<file path="src/rtl/nexys_starship_pkg.sv">
// Shared definitions for the Nexys Starship hazard generator: state encodings,
// room indices and the LFSR feedback mask.
package nexys_starship_pkg;

   typedef enum logic [3:0] {
      ST_IDLE   = 4'b0001,
      ST_COOL   = 4'b0010,
      ST_PICK   = 4'b0100,
      ST_STRIKE = 4'b1000
   } hazard_state_t;

   localparam logic [1:0] ROOM_TR = 2'd0;
   localparam logic [1:0] ROOM_BR = 2'd1;
   localparam logic [1:0] ROOM_LR = 2'd2;
   localparam logic [1:0] ROOM_RR = 2'd3;

   // x^16 + x^14 + x^13 + x^11 + 1, right-shifting Galois form
   localparam logic [15:0] LFSR_MASK = 16'hB400;

   // A zero combo would be unrepairable, so it is replaced by all-ones.
   function automatic logic [3:0] nonzero_hex(input logic [3:0] nib);
      return (nib == 4'h0) ? 4'hF : nib;
   endfunction

endpackage

</file>
<file path="src/rtl/nexys_starship_lfsr16.sv">
// Free-running 16-bit Galois LFSR; a zero seed would lock up, so it maps to 1.
module nexys_starship_lfsr16
   import nexys_starship_pkg::*;
#(
   parameter logic [15:0] SEED = 16'hACE1
)
(
   input  logic        Clk,
   input  logic        Reset,
   output logic [15:0] q
);

   localparam logic [15:0] SEED_EFF = (SEED == 16'h0000) ? 16'h0001 : SEED;

   always_ff @(posedge Clk or negedge Reset) begin
      if (!Reset) q <= SEED_EFF;
      else        q <= {1'b0, q[15:1]} ^ (q[0] ? LFSR_MASK : 16'h0000);
   end

endmodule

</file>
<file path="src/rtl/nexys_starship_hazard_gen.sv">
// Hazard generator: waits a random cooldown, picks an unbroken room starting at a
// random index, and sends it a one-cycle strike pulse with a nonzero repair combo.
module nexys_starship_hazard_gen
   import nexys_starship_pkg::*;
#(
   parameter logic [15:0] LFSR_SEED = 16'hACE1,
   parameter int unsigned MIN_GAP   = 2,
   parameter logic [1:0]  GAP_MASK  = 2'b11
)
(
   input  logic       Clk,
   input  logic       Reset,
   input  logic       play_flag,
   input  logic       gameover_ctrl,
   input  logic       timer_tick,
   input  logic [3:0] room_broken,
   output logic [3:0] room_strike,
   output logic [3:0] strike_hex,
   output logic [7:0] strike_count,
   output logic       q_Idle,
   output logic       q_Cool,
   output logic       q_Pick,
   output logic       q_Strike
);

   hazard_state_t state;
   logic [15:0]   lfsr;
   logic [3:0]    gap_cnt;
   logic [3:0]    gap_load;
   logic [1:0]    target;
   logic [1:0]    pick_room;
   logic [1:0]    idx;
   logic          pick_found;
   logic          lfsr_unused;

   nexys_starship_lfsr16 #(.SEED(LFSR_SEED)) u_lfsr (
      .Clk   (Clk),
      .Reset (Reset),
      .q     (lfsr)
   );

   assign lfsr_unused = ^{lfsr[15:8], lfsr[3:2]};
   assign gap_load    = 4'(MIN_GAP) + {2'b00, lfsr[1:0] & GAP_MASK};

   // Rotate-priority search: offset 0 from the random candidate wins, so scan downwards.
   always_comb begin
      pick_found = 1'b0;
      pick_room  = 2'd0;
      idx        = 2'd0;
      for (int k = 3; k >= 0; k--) begin
         idx = lfsr[1:0] + 2'(k);
         if (!room_broken[idx]) begin
            pick_found = 1'b1;
            pick_room  = idx;
         end
      end
   end

   always_ff @(posedge Clk or negedge Reset) begin
      if (!Reset) begin
         state        <= ST_IDLE;
         gap_cnt      <= 4'd0;
         target       <= ROOM_TR;
         strike_hex   <= 4'h0;
         strike_count <= 8'd0;
      end else if (gameover_ctrl && (state != ST_IDLE)) begin
         state        <= ST_IDLE;
         strike_count <= 8'd0;
      end else begin
         case (state)
            ST_IDLE: begin
               strike_count <= 8'd0;
               if (play_flag && !gameover_ctrl) begin
                  state   <= ST_COOL;
                  gap_cnt <= gap_load;
               end
            end
            ST_COOL: begin
               if (timer_tick) begin
                  if (gap_cnt == 4'd1) state   <= ST_PICK;
                  else                 gap_cnt <= gap_cnt - 4'd1;
               end
            end
            ST_PICK: begin
               if (pick_found) begin
                  target     <= pick_room;
                  strike_hex <= nonzero_hex(lfsr[7:4]);
                  state      <= ST_STRIKE;
               end
            end
            ST_STRIKE: begin
               if (strike_count != 8'hFF) strike_count <= strike_count + 8'd1;
               gap_cnt <= gap_load;
               state   <= ST_COOL;
            end
            default: state <= ST_IDLE;
         endcase
      end
   end

   // Strike pulse: high for the single STRIKE cycle; strike_hex is valid on the same
   // cycle and the room samples both on the closing edge (no ready/back-pressure).
   assign room_strike = (state == ST_STRIKE) ? (4'b0001 << target) : 4'b0000;
   assign q_Idle      = (state == ST_IDLE);
   assign q_Cool      = (state == ST_COOL);
   assign q_Pick      = (state == ST_PICK);
   assign q_Strike    = (state == ST_STRIKE);

endmodule
</file>
<file path="config.mk">
export PLATFORM = sky130hd
export DESIGN_NAME = nexys_starship_hazard_gen
export DESIGN_NICKNAME = d
export VERILOG_FILES = /design/src/rtl/nexys_starship_pkg.sv /design/src/rtl/nexys_starship_lfsr16.sv /design/src/rtl/nexys_starship_hazard_gen.sv
export SDC_FILE = /design/constraint.sdc
export NUM_CORES = 1
export LEC_CHECK = 0
export BUFFER_PORTS_ARGS = -buffer_cell sky130_fd_sc_hd__buf_2
export CAP_MARGIN = 20
export CORE_MARGIN = 2
export CORE_UTILIZATION = 55
export CTS_CLUSTER_DIAMETER = 80
export DETAILED_ROUTE_END_ITERATION = 16
export GPL_TIMING_DRIVEN = 0
export HOLD_SLACK_MARGIN = 0.03
export PLACE_DENSITY_LB_ADDON = 0.1
export SKIP_CTS_REPAIR_TIMING = 1
export SKIP_LAST_GASP = 1
export SLEW_MARGIN = 20
export SYNTH_ARGS = -nofsm -noshare
export SYNTH_HDL_FRONTEND = slang
export SYNTH_SLANG_ARGS = --single-unit
</file>
<file path="constraint.sdc">
create_clock -name Clk -period 5 [get_ports Clk]
set_input_delay 0.25 -clock Clk [delete_from_list [all_inputs] [get_ports Clk]]
set_output_delay 0.25 -clock Clk [all_outputs]
set_load 0.03 [all_outputs]
</file>
Word level (Yosys, flattened, before mapping) --
Index checks and enable logic that the tools add are counted.
Cells by class: bitwise gates (word level) 2, magnitude comparators 4, equal/unequal tests 15, $mul 0, reduce and logical (&&, ||, !) cells 10, add/sub/neg operators 6, shift operators 1, multiplexer cells 32, divide/modulo/power cells 0
Operators by type and width (number):
- $mux 4 | 10
- $mux 16 | 1
- $mux 8 | 2
- $pmux 4 s4 | 1
- $pmux 8 s2 | 1
- $xor 15x16->16 | 1
- $lt 2x3->1 const B | 4
- $ne 3x1->1 const B | 4
- $pmux 4 s3 | 1
- $add 8x1->8 const B | 1
- $bmux 1 s2 | 4
- $eq 4x1->1 const B | 2
- $mux 1 | 8
- $mux 2 | 4
- $ne 8x8->1 const B | 1
- $reduce_bool 3->1 | 2
- $reduce_and 5->1 | 1
- $add 2x2->2 const B | 2
- $eq 4x2->1 const B | 1
- $eq 4x3->1 const B | 1
- $eq 4x4->1 const B | 1
- $logic_not 4->1 | 1
- $ne 2x2->1 const B | 2
- $ne 4x1->1 const B | 1
- other kinds (12) | 13
Storage, ports and cells: word-level logic and storage cells 76, bits in writable memories 0, memories kept 0, bits of input ports 9, flip-flop bits (word level) 38, output and inout bits 20, bits in latches 0, memory bits (read-only) 0

Depth between registers and ports, before layout --
word-level depth 10, mapped depth 7, mapped depth without buffers 6

Cells and area by module --
A second synthesis with hierarchy kept.
Unflattened totals: cells, all modules 173, area total of the unflattened synthesis 1791.7 µm²
Modules (own cells, without submodules):
- nexys_starship_hazard_gen | area each 1355.0 µm², cells an instance 154, times used 1, seq. area each 551.8 µm²
- nexys_starship_lfsr16 | area each 436.7 µm², cells an instance 19, times used 1, seq. area each 410.4 µm²

Worst setup path before layout --
OpenSTA, ideal clock, no wires.
kind register -> output, start point register state[1], end point output port room_strike[0], stages on the path, launching flop included 4, required time 4.750 ns, buffers on the path 1, path slack 2.199 ns, arrival time 2.551 ns, cells stage by stage dfrtp_1 > buf_2 > nor4_1 > nor3b_1
On the way: word-level cells in the longest chain between the ends 2
Ends and longest elaborated chain:
- start, declared | RTL line nexys_starship_hazard_gen.sv:26 | hazard_state_t state;
- start signal, assigned | RTL line nexys_starship_hazard_gen.sv:61 | state <= ST_IDLE;
- start signal, assigned | RTL line nexys_starship_hazard_gen.sv:67 | state <= ST_IDLE;
- start signal, assigned | RTL line nexys_starship_hazard_gen.sv:74 | state <= ST_COOL;
- $eq 4x4->1
- named net q_Strike | RTL line nexys_starship_hazard_gen.sv:23 | output logic q_Strike
- $mux 4 | RTL line nexys_starship_hazard_gen.sv:103 | assign room_strike = (state == ST_STRIKE) ? (4'b0001 << target) : 4'b0000;
- end, declared | RTL line nexys_starship_hazard_gen.sv:17 | output logic [3:0] room_strike,
The timed path passes the listed nets, and every way through them passes these cells.

Worst setup path in the final report --
start point register state[1], end point output port room_strike[0]
On the way: word-level cells in the longest chain between the ends 2
Ends and longest elaborated chain (RTL line):
- $eq 4x4->1 | nexys_starship_hazard_gen.sv:103
- $mux 4 | nexys_starship_hazard_gen.sv:103
Every way passes these cells.

==> metrics.yaml <==
status: "finished, violations left"
violations: "hold timing"
cp-startpoint: "state[1]$_DFFE_PN0P_"
pin_count: 29
syn_to_final_growth_pct: 16.43
timing.final.crit_share: 0.4652
die_w_um: 62.01
path_common_cell: "buf_2"
wl_met3_um: 139
synth_ff_type: "dfrtp_1"
met2_length_um: 1666
stdcell_area_sq_um: 2155
fp.coreArea_sq_um: 3284
highest_layer: "met4"
netlist.area_leader.share: 0.3922
finalCriticalPeriod_ns: 2.326
worstSetupEndpointType: "output port"
grt_max_degree: 39
met1_length_um: 1592
crit_cells: 4
synth_seq_cells: 38
netlist_area_sq_um: 1851
crit_path_end: "room_strike[0]"
clockBufferDepth: 2
grt-ovfl-total: 0
setup_viol: 0
path_cells: "buf_2 -> nor4_1 -> nor3b_1 -> buf_2"
drt_drc_violations_left: 0
combinationalPowerShare: 0.083
synth_nets: 195
critPathLaunchType: "flip-flop"
slowest_delay_ns: 0.72
drt-total-wl_um: 3464
via_count: 1483
path_class: "reg2out"
max_cap_viol_count: 0
fin_nets: 230
cts-root-buf: "clkbuf_4"
gp_routability_congestion: 0.8676
crit_fanout: 10
firstDrtPassIters: 4
cts_tree: "built"
p_seq_frac: 0.507
clk_pin_slew_worst_paths_ns: 0.11
reg2reg_from: "state[1]$_DFFE_PN0P_"
syn_area_per_cell_sq_um: 10.11
max_freq_mhz: 429.9
grt_pass1_vias: 1337
relSlewSlack: 0.4510
hp-class: "in2async"
via_per_inst: 5.596
p_int_uw: 489.5
hold_ws_ns: -0.02245
numCtsBuffers: 5
vdd_drop_max_uv: 193.2
ys_seq_area_frac: 0.5199
wl_per_cell_um: 13.07
synth.distinct_cells: 49
cpLargestDelayFamily: "simple AND/OR/NAND/NOR gates"
ant_nets: 0
start_util: 0.5634
postPlaceCellArea_sq_um: 2048
hpwl_um: 2439
r2r_slack_ns: 3.12
path_buf_inv: 2
r2r_cells: 4
r2r-end: "strike_count[2]$_DFFE_PN0P_"
worst_pin_slew_ns: 0.8159
antenna_cells: 0
htree_num_levels: 2
drive_gt1_frac: 0.2603
numClockSinks: 38
finalHoldViolCount: 29
synth_edf_count: 0
clk_latency_ns: 0.34
pwr-share-clk: 0.410
tns_ns: 0
yosysTopAreaCell: "dfrtp_1"
synth_area_leaders: "dfrtp_1 (39%), dfstp_2 (13%), nor2_1 (4.5%)"
grt_pass1_wl_um: 5520
power_density_nw_per_um2: 293.1
crit_slowest_cell: "nor4_1"
globalRouteTotalUtil: 0.1976
leakage_nw: 1.050
die_area_sq_um: 3845
slew_viol_final: 0
power_switching_uw: 141.9
die_h_um: 62.01
rows: 21
required_ns: 4.75
antenna_found_initial: 0
ys_async_sr_fraction: 1.000
arrival_ns: 2.08
port_buffers: 28
first_iter_violations: 128
rsz0062_at_grt: "false"
clock_skew_ns: 0.004735
yosys-top-cells-count: "dfrtp_1 (29), nor2_1 (22), inv_1 (13), o21ai_0 (13)"
swShare: 0.2247
ys_warn_count: 0
yosysMostFrequentCell: "dfrtp_1"
syn_inst: 183
## per-layer routing
| layer | global-route usage | vias to the layer above |
|---|---|---|
| li1 | - | 727 |
| met1 | 0.2294 | 717 |
| met2 | 0.3289 | 31 |
| met3 | 0.06625 | 8 |
| met4 | 0.09119 | 0 |
| met5 | 0 | - |
## flip-flops by register name, summed over array words and instances, names as in the netlist
name,flops
target,2
state,4
u_lfsr.q,16
strike_count,8
gap_cnt,4
strike_hex,4
## through the flow
stage / hold slack, ns / total power, mW / std cells / setup slack [ns] / utilization
3_3_place_gp: 0.3360 / 0.3761 / 257 / 3.077 / 0.6236
3_5_place_dp: 0.3378 / 0.3787 / 257 / 3.035 / 0.6236
5_1_grt: 0.03397 / 0.6631 / 265 / 2.511 / 0.6560
4_1_cts: 0.001872 / 0.6404 / 265 / 2.637 / 0.6560
6_report: -0.02245 / 0.6314 / 265 / 2.674 / 0.6560
2_1_floorplan: -0.04559 / 0.3577 / 183 / 2.199 / -
## cell type report
type,instances,area [sq um]
plain buffers,9,62.56
clock buffers,5,37.54
clock inverters,3,68.82
fillers,283,1130
inverters,14,65.06
multi-input cells,122,760.7
flip-flops and latches,38,962.2
well taps,46,57.56
repair buffers,28,140.1
## worst register-to-register path, cell delays in order, from the launching register on
cell and delay [ns]:
dfrtp_1 0.37, buf_2 0.17, nor4_1 0.72, a211o_1 0.38
a31oi_1 0.13
## logic make-up after synthesis
kind of cell | synth area share
AND/OR/NAND/NOR | 0.1995
buffers and inverters | 0.06897
AO/OA/AOI/OAI | 0.1630
XOR/XNOR | 0.02840
adder cells (fa/ha/maj) | 0.02029
flip-flops | 0.5199
## cell usage in the layout (no fill, tap or decap), drive strengths merged, types with 2 or more instances in the layout
cell type,Yosys,routed
nor2b,2,2
a21oi,9,9
inv,13,13
o21ai,14,14
nor2,22,22
and3,2,2
o22ai,2,2
a41oi,3,3
dfstp,9,9
clkbuf,3,8
ha,3,3
xor2,5,5
bufinv,0,2
nand2b,3,3
and4,3,3
nand3b,2,2
nor3b,2,2
buf,6,34
dfrtp,29,29
o22a,2,2
nand4,2,2
clkinv,1,2
nand2,6,6
nor3,9,9
and2,2,2
a31oi,7,7
or4b,2,2
nand3,4,4
## power by group through the flow
| stage | clock network (mW) | registers [mW] | logic (mW) |
|---|---|---|---|
| floorplan | 0 | 0.329 | 0.0283 |
| global placement | 0 | 0.326 | 0.0505 |
| detailed placement | 0 | 0.326 | 0.0525 |
| CTS | 0.267 | 0.320 | 0.0527 |
| global route | 0.283 | 0.322 | 0.0584 |
| finish | 0.259 | 0.320 | 0.0522 |
## worst min path at each step
stage	start	endpoint	slack [ns]	depth (start not counted)
floorplan	Reset	gap_cnt[0]$_DFFE_PN0P_	-0.05	0
global placement	u_lfsr.q[2]$_DFF_PN0_	u_lfsr.q[1]$_DFF_PN0_	0.34	0
detailed placement	u_lfsr.q[9]$_DFF_PN0_	u_lfsr.q[8]$_DFF_PN0_	0.34	0
CTS	Reset	strike_count[4]$_DFFE_PN0P_	0.002	1
global route	Reset	strike_count[4]$_DFFE_PN0P_	0.03	1
finish	Reset	gap_cnt[3]$_DFFE_PN0P_	-0.02	1
Note: power is estimated with default switching activity, not from simulation.
